File: config.mk
export PLATFORM = sky130hd
export DESIGN_NAME = obi_wb_bridge
export DESIGN_NICKNAME = d
export VERILOG_FILES = /design/src/rtl/processorci_bus_pkg.sv /design/src/rtl/obi_wb_bridge.sv
export SDC_FILE = /design/constraint.sdc
export NUM_CORES = 1
export LEC_CHECK = 0
export CAP_MARGIN = 20
export CORE_ASPECT_RATIO = 0.8
export CORE_UTILIZATION = 41
export CTS_CLUSTER_SIZE = 12
export DETAILED_ROUTE_END_ITERATION = 10
export PLACE_DENSITY = 0.8
export SLEW_MARGIN = 30
export SYNTH_ARGS = -nofsm -noshare
export SYNTH_HDL_FRONTEND = slang
export SYNTH_SLANG_ARGS = --single-unit
File: constraint.sdc
create_clock -name clk -period 1.9 [get_ports clk]
set_input_delay 0.57 -clock clk [delete_from_list [all_inputs] [get_ports clk]]
set_output_delay 0.57 -clock clk [all_outputs]
set_load 0.05 [all_outputs]
File: src/rtl/processorci_bus_pkg.sv
// Shared types and constants for the processorci bus glue (OBI <-> Wishbone).
package processorci_bus_pkg;

  // Bridge FSM: wait for a request, run one Wishbone cycle, emit one response.
  typedef enum logic [1:0] {
    IDLE,
    BUSY,
    RESP
  } obi_wb_state_t;

  // Read data returned to the core when the Wishbone side never acknowledges.
  localparam logic [31:0] OBI_WB_ERR_DATA = 32'hDEAD_BEEF;

  // Width of a saturating counter that must hold 0..t; at least one bit so a
  // disabled timeout (t = 0) still yields a legal vector.
  function automatic int unsigned obi_wb_cnt_w(input int unsigned t);
    return (t > 0) ? $clog2(t + 1) : 1;
  endfunction

endpackage

File: src/rtl/obi_wb_bridge.sv
// OBI request/grant/rvalid responder that turns each granted transaction into
// one Wishbone classic cycle, with a bounded ack timeout that reports an error
// so the core can never hang on a silent slave.
module obi_wb_bridge #(
  parameter int unsigned           ADDR_WIDTH     = 32,
  parameter int unsigned           DATA_WIDTH     = 32,
  parameter int unsigned           TIMEOUT_CYCLES = 1024,
  parameter logic [DATA_WIDTH-1:0] ERR_DATA       = processorci_bus_pkg::OBI_WB_ERR_DATA
) (
  input  logic                  clk,
  input  logic                  rst_n,
  // OBI side
  input  logic                  req_i,
  output logic                  gnt_o,
  input  logic [ADDR_WIDTH-1:0] addr_i,
  input  logic                  we_i,
  input  logic [3:0]            be_i,
  input  logic [DATA_WIDTH-1:0] wdata_i,
  output logic                  rvalid_o,
  output logic [DATA_WIDTH-1:0] rdata_o,
  output logic                  err_o,
  // Wishbone side
  output logic                  wb_cyc_o,
  output logic                  wb_stb_o,
  output logic                  wb_we_o,
  output logic [3:0]            wb_sel_o,
  output logic [ADDR_WIDTH-1:0] wb_addr_o,
  output logic [DATA_WIDTH-1:0] wb_data_o,
  input  logic [DATA_WIDTH-1:0] wb_data_i,
  input  logic                  wb_ack_i
);
  import processorci_bus_pkg::*;

  localparam int unsigned      CNT_W    = obi_wb_cnt_w(TIMEOUT_CYCLES);
  localparam bit               TO_EN    = (TIMEOUT_CYCLES != 0);
  localparam logic [CNT_W-1:0] CNT_LAST = CNT_W'(TIMEOUT_CYCLES - 1);

  obi_wb_state_t    state;
  logic [CNT_W-1:0] cnt;
  logic             timeout_hit;

  // Grant is purely combinational in IDLE so a request is accepted the same
  // cycle; held low during reset so nothing is accepted that will be dropped.
  assign gnt_o = rst_n & req_i & (state == IDLE);

  // Last waiting cycle reached with no ack; ack takes priority in the FSM.
  assign timeout_hit = TO_EN && (cnt == CNT_LAST);

  // Bridge FSM with all outputs registered; wb_* only load on IDLE->BUSY.
  always_ff @(posedge clk) begin
    if (!rst_n) begin
      state     <= IDLE;
      cnt       <= '0;
      rvalid_o  <= 1'b0;
      rdata_o   <= '0;
      err_o     <= 1'b0;
      wb_cyc_o  <= 1'b0;
      wb_stb_o  <= 1'b0;
      wb_we_o   <= 1'b0;
      wb_sel_o  <= '0;
      wb_addr_o <= '0;
      wb_data_o <= '0;
    end else begin
      rvalid_o <= 1'b0;
      case (state)
        IDLE: begin
          if (req_i) begin
            wb_addr_o <= addr_i;
            wb_we_o   <= we_i;
            wb_sel_o  <= be_i;
            wb_data_o <= wdata_i;
            wb_cyc_o  <= 1'b1;
            wb_stb_o  <= 1'b1;
            cnt       <= '0;
            state     <= BUSY;
          end
        end
        BUSY: begin
          if (wb_ack_i) begin
            wb_cyc_o <= 1'b0;
            wb_stb_o <= 1'b0;
            rdata_o  <= wb_we_o ? '0 : wb_data_i;
            err_o    <= 1'b0;
            rvalid_o <= 1'b1;
            state    <= RESP;
          end else if (timeout_hit) begin
            wb_cyc_o <= 1'b0;
            wb_stb_o <= 1'b0;
            rdata_o  <= ERR_DATA;
            err_o    <= 1'b1;
            rvalid_o <= 1'b1;
            state    <= RESP;
          end else if (cnt != '1) begin
            cnt <= cnt + 1'b1;
          end
        end
        RESP: begin
          // rvalid pulses here for one cycle; rdata/err hold until next response.
          state <= IDLE;
        end
        default: state <= IDLE;
      endcase
    end
  end

endmodule
---- Word-level counts from Yosys, hierarchy flattened ----
Index checks and enable logic that the tools add are counted.
W data, S select, Z words.
word-level totals
  flip-flop bits (word level) ............. 117
  bits in latches ......................... 0
  memory bits (writable) .................. 0
  bits in read-only memories .............. 0
  input port bits ......................... 105
  output and inout port bits .............. 106
  logic and storage cells ................. 50
  memories ................................ 0
cells by class
  add/subtract/negate cells ............... 1
  multipliers ............................. 0
  div/mod/pow operators ................... 0
  magnitude comparators ................... 0
  eq/ne operators ......................... 8
  shifts and indexed selects .............. 0
  multiplexer cells ....................... 20
  bitwise operators ....................... 2
  reduce and logical (&&, ||, !) cells .... 9
operators with widths
  operator                 number
  $mux W32                 3
  $mux W11                 4
  $pmux W11 S2             1
  $add A11 B1 Y11 const B  1
  $eq A11 B10 Y1 const B   1
  $ne A11 B11 Y1 const B   1
  $ne A2 B2 Y1 const B     4
  $reduce_and A2 Y1        4
  $mux W1                  7
  $mux W2                  3
  $reduce_and A5 Y1        1
  $pmux W2 S2              1
  $reduce_bool A2 Y1       2
  $ne A3 B3 Y1 const B     1
  $reduce_and A3 Y1        1
  $and A1 B1 Y1            2
  $eq A2 B1 Y1 const B     1
  $logic_not A2 Y1         1
  $pmux W1 S2              1

---- Depth between registers and ports, before layout ----
  word-level depth ........................ 5
  mapped depth ............................ 7
  depth with buffers taken out ............ 5

---- Worst setup path before layout ----
OpenSTA, ideal clock, no wires.
  path type ............................... input -> output
  from .................................... in rst_n
  to ...................................... out gnt_o
  arrival ................................. 1,312 ps
  required time ........................... 1,330 ps
  slack ................................... 18 ps
  cell stages on the path ................. 2
  path buffers ............................ 1
  path through ............................ clkbuf_1 > and3_1
on the way
  longest elaborated chain between the ends .. 2
ends and longest elaborated chain
  item                         line                 RTL
  from (decl)                  obi_wb_bridge.sv:11  input logic rst_n,
  $and A1 B1 Y1 (2 in series)  obi_wb_bridge.sv:44  assign gnt_o = rst_n & req_i & (state == IDLE);
  to (decl)                    obi_wb_bridge.sv:14  output logic gnt_o,
Every way passes these cells.

---- Worst setup path in the final report ----
  from .................................... reg state[0]
  to ...................................... out gnt_o
on the way
  longest elaborated chain between the ends .. 2
ends and longest elaborated chain
  item                    line                 RTL
  from (decl)             obi_wb_bridge.sv:38  obi_wb_state_t state;
  from (signal assigned)  obi_wb_bridge.sv:52  state <= IDLE;
  from (signal assigned)  obi_wb_bridge.sv:75  state <= BUSY;
  from (signal assigned)  obi_wb_bridge.sv:85  state <= RESP;
  $logic_not A2 Y1        obi_wb_bridge.sv:44
  $and A1 B1 Y1           obi_wb_bridge.sv:44
Every way passes these cells.

==> results.yml <==
status:
  status: "finished clean"
routing:
  via_count: 4347
  viasPerCell: 5.031
  wl_um: 13430
  wl_per_cell_um: 15.55
  dr.pass1.iters: 7
  antenna_left: 0
  drc: 0
  initialDrtViolationCount: 257
clock_tree:
  clk_pin_slew_ns: 0.05
  cts_tree: "done"
  cts_buffers: 17
  cts_buffer_depth: 2
  clk_latency_ns: 0.41
  cts_num_sinks: 117
  root_buffer: "clkbuf_16"
  htreeDepth: 4
place:
  post-place-ws_ns: -0.3602
  detailed_place_hpwl_um: 9201
  dpl.cell_count: 828
  place_congestion: 0.7927
  place.port_buffers: 210
synthesis:
  synth_seq_cells: 117
  syn_nets: 599
  yosysSeqAreaShare: 0.5126
  synth_area_mm2: 0.004569
  synth_edf_count: 0
  syn_avg_cell_area_um2: 9.269
  synthArstFlopShare: 0
  ys_types: 42
  synth-main-ff-cell: "dfxtp_1"
  yosysWarnings: 0
  netlist_instances: 493
finish:
  layout_common_cells: "nand2_1, buf_4, dfxtp_1"
  fillers: 840
  layoutNonFillerInstCount: 864
  fin_util: 0.6800
  num_antenna_cells: 0
  drive_above_1_share: 0.2708
  multi_input_area_mm2: 0.002081
  regArea_mm2: 0.002344
  final_common_cell: "nand2_1"
  nets: 813
  area_growth_pct: 61.45
worst_setup_path:
  worstPathRequired_ns: 1.33
  critPathTopFamily: "flip-flops"
  path_cells: "nor2b_4 > and3_4 > buf_12"
  cpMaxStageDelayCell: "dfxtp_1"
  cp-start-kind: "register"
  cp_max_fo: 7
  worstSetupPathType: "reg -> out"
  crit_buf_inv: 1
  critPathArrivalTime_ns: 1.28
  max_stage_delay_ns: 0.47
  critPathCaptureType: "output port"
global_route:
  grt_max_degree: 69
  grt_overflow: 0
  grt_first_pass_wirelength_um: 20290
  grt_pass1_vias: 4165
  antenna_found_initial: 0
  grt.total_usage: 0.2264
power:
  intPower_mw: 5.738
  pwr-share-clk: 0.478
  p_comb_frac: 0.176
  pwr-share-seq: 0.346
  swShare: 0.2578
  power_per_cell_area_mw_per_mm2: 1048
  p_switching_mw: 1.993
  max-vdd-ir-drop_v: 0.0006655
  p_leak_nw: 3.067
floorplan:
  die_width_um: 120.0
  start_util: 0.4212
  io_pins: 211
  coreArea_mm2: 0.01085
  row_count: 34
  die_h_um: 96.43
  dieArea_mm2: 0.01157
job:
  drv_cap: 0
timing:
  tns_ns: 0
  tightest_slew_ns: 0.4502
  setup_ws_ns: 0.05380
  fmax_mhz: 541.7
  slew_viol_final: 0
  period_needed_ns: 1.846
  final.setup_skew_ns: 0.01057
  report.final.hold_viol_count: 0
  final-setup-viol-count: 0
  slew_headroom: 0.6993
  post-route-period-util: 0.9717
worst_hold_path:
  hold_path.class: "reg -> reg"
state kept, by name, summed over array words and instances, names as in the netlist:
signal / flops
wb_stb_o: 1
rvalid_o: 1
state: 2
wb_data_o: 32
wb_addr_o: 32
wb_we_o: 1
cnt: 11
wb_sel_o: 4
rdata_o: 32
err_o: 1
logic make-up (layout without fill, tap and decap cells):
kind of cell,after synthesis,after routing,share of synthesized area
flip-flops,117,117,0.5126
buffers and inverters,37,264,0.03779
multiplexers,3,3,0.006572
adder cells (fa/ha/maj),1,1,0.002738
AO/OA/AOI/OAI,124,124,0.2215
AND/OR/NAND/NOR,211,211,0.2188
metrics by stage:
stage          power, mW  instance area, µm²  hold WS, ns
5_1_grt            7.988                7377       0.4801
2_1_floorplan      3.504                4569       0.4609
4_1_cts            7.774                7347       0.4642
3_3_place_gp       4.045                6648       0.4502
6_report           7.732                7377       0.4609
3_5_place_dp       4.077                6648       0.4568
worst paths after layout:
kind,startpoint,end,slack [ns],cells past startpoint
max,state[0]$_SDFFE_PN0P_,gnt_o,0.05,3
min,wb_data_o[30]$_SDFFE_PN0P_,wb_data_o[30]$_SDFFE_PN0P_,0.46,2
max reg2reg,cnt[1]$_SDFFE_PN0P_,cnt[0]$_SDFFE_PN0P_,0.06,6
min reg2reg,wb_data_o[30]$_SDFFE_PN0P_,wb_data_o[30]$_SDFFE_PN0P_,0.46,2
power by group through the flow:
stage	clock network (mW)	logic [mW]	registers, mW
floorplan	0	0.336	3.17
CTS	3.73	1.37	2.67
global route	3.86	1.44	2.69
finish	3.69	1.36	2.67
global placement	0	1.33	2.71
detailed placement	0	1.36	2.72
worst reg2reg max path, cell delays in order (launching register included):
cell and delay [ns]:
dfxtp_1 0.40, ha_2 0.26, nand3_4 0.13, nor4_4 0.47, buf_4 0.19, o21ai_0 0.08
a21boi_0 0.22
synthesized netlist by cell type (2+ instances only):
cell,instances,share of area
a21boi_0,70,0.12
a21oi_1,6,0.0066
a32o_1,8,0.018
and2_1,5,0.0068
and3_1,3,0.0041
buf_8,2,0.0066
clkbuf_1,32,0.026
dfxtp_1,117,0.51
mux2i_1,3,0.0066
nand2_1,147,0.12
nand2b_1,5,0.0068
nand3_1,3,0.0033
nor2_1,4,0.0033
nor2b_1,27,0.037
nor3_1,3,0.0033
nor4_4,2,0.0093
o21a_1,2,0.0033
o21ai_0,4,0.0044
o21ai_1,3,0.0033
o221a_2,23,0.057
or3_1,2,0.0027
or4_1,2,0.0033
routing by layer:
layer | vias to the layer above | track usage | routed length (µm)
li1 | 2125 | - | -
met1 | 2067 | 0.2568 | 5537
met2 | 135 | 0.4018 | 6947
met3 | 20 | 0.06397 | 711
met4 | 0 | 0.09896 | 235
met5 | - | 0 | 0
what timing repair did:
item	in CTS	in global routing
endpoints found under the setup margin	10	34
hold buffers	0	0
buffers inserted	0	4
pin swaps	1	2
gates cloned	0	0
gates resized for setup	5	4
cell type report:
type,count,share of cell area
flip-flops and latches,117,0.3177
well taps,144,0.02442
multi-input cells,339,0.2821
inverters,1,0.0005088
clock inverters,8,0.02612
clock buffers,24,0.06666
repair buffers,231,0.2826
Power figures use the tool's default switching activity.
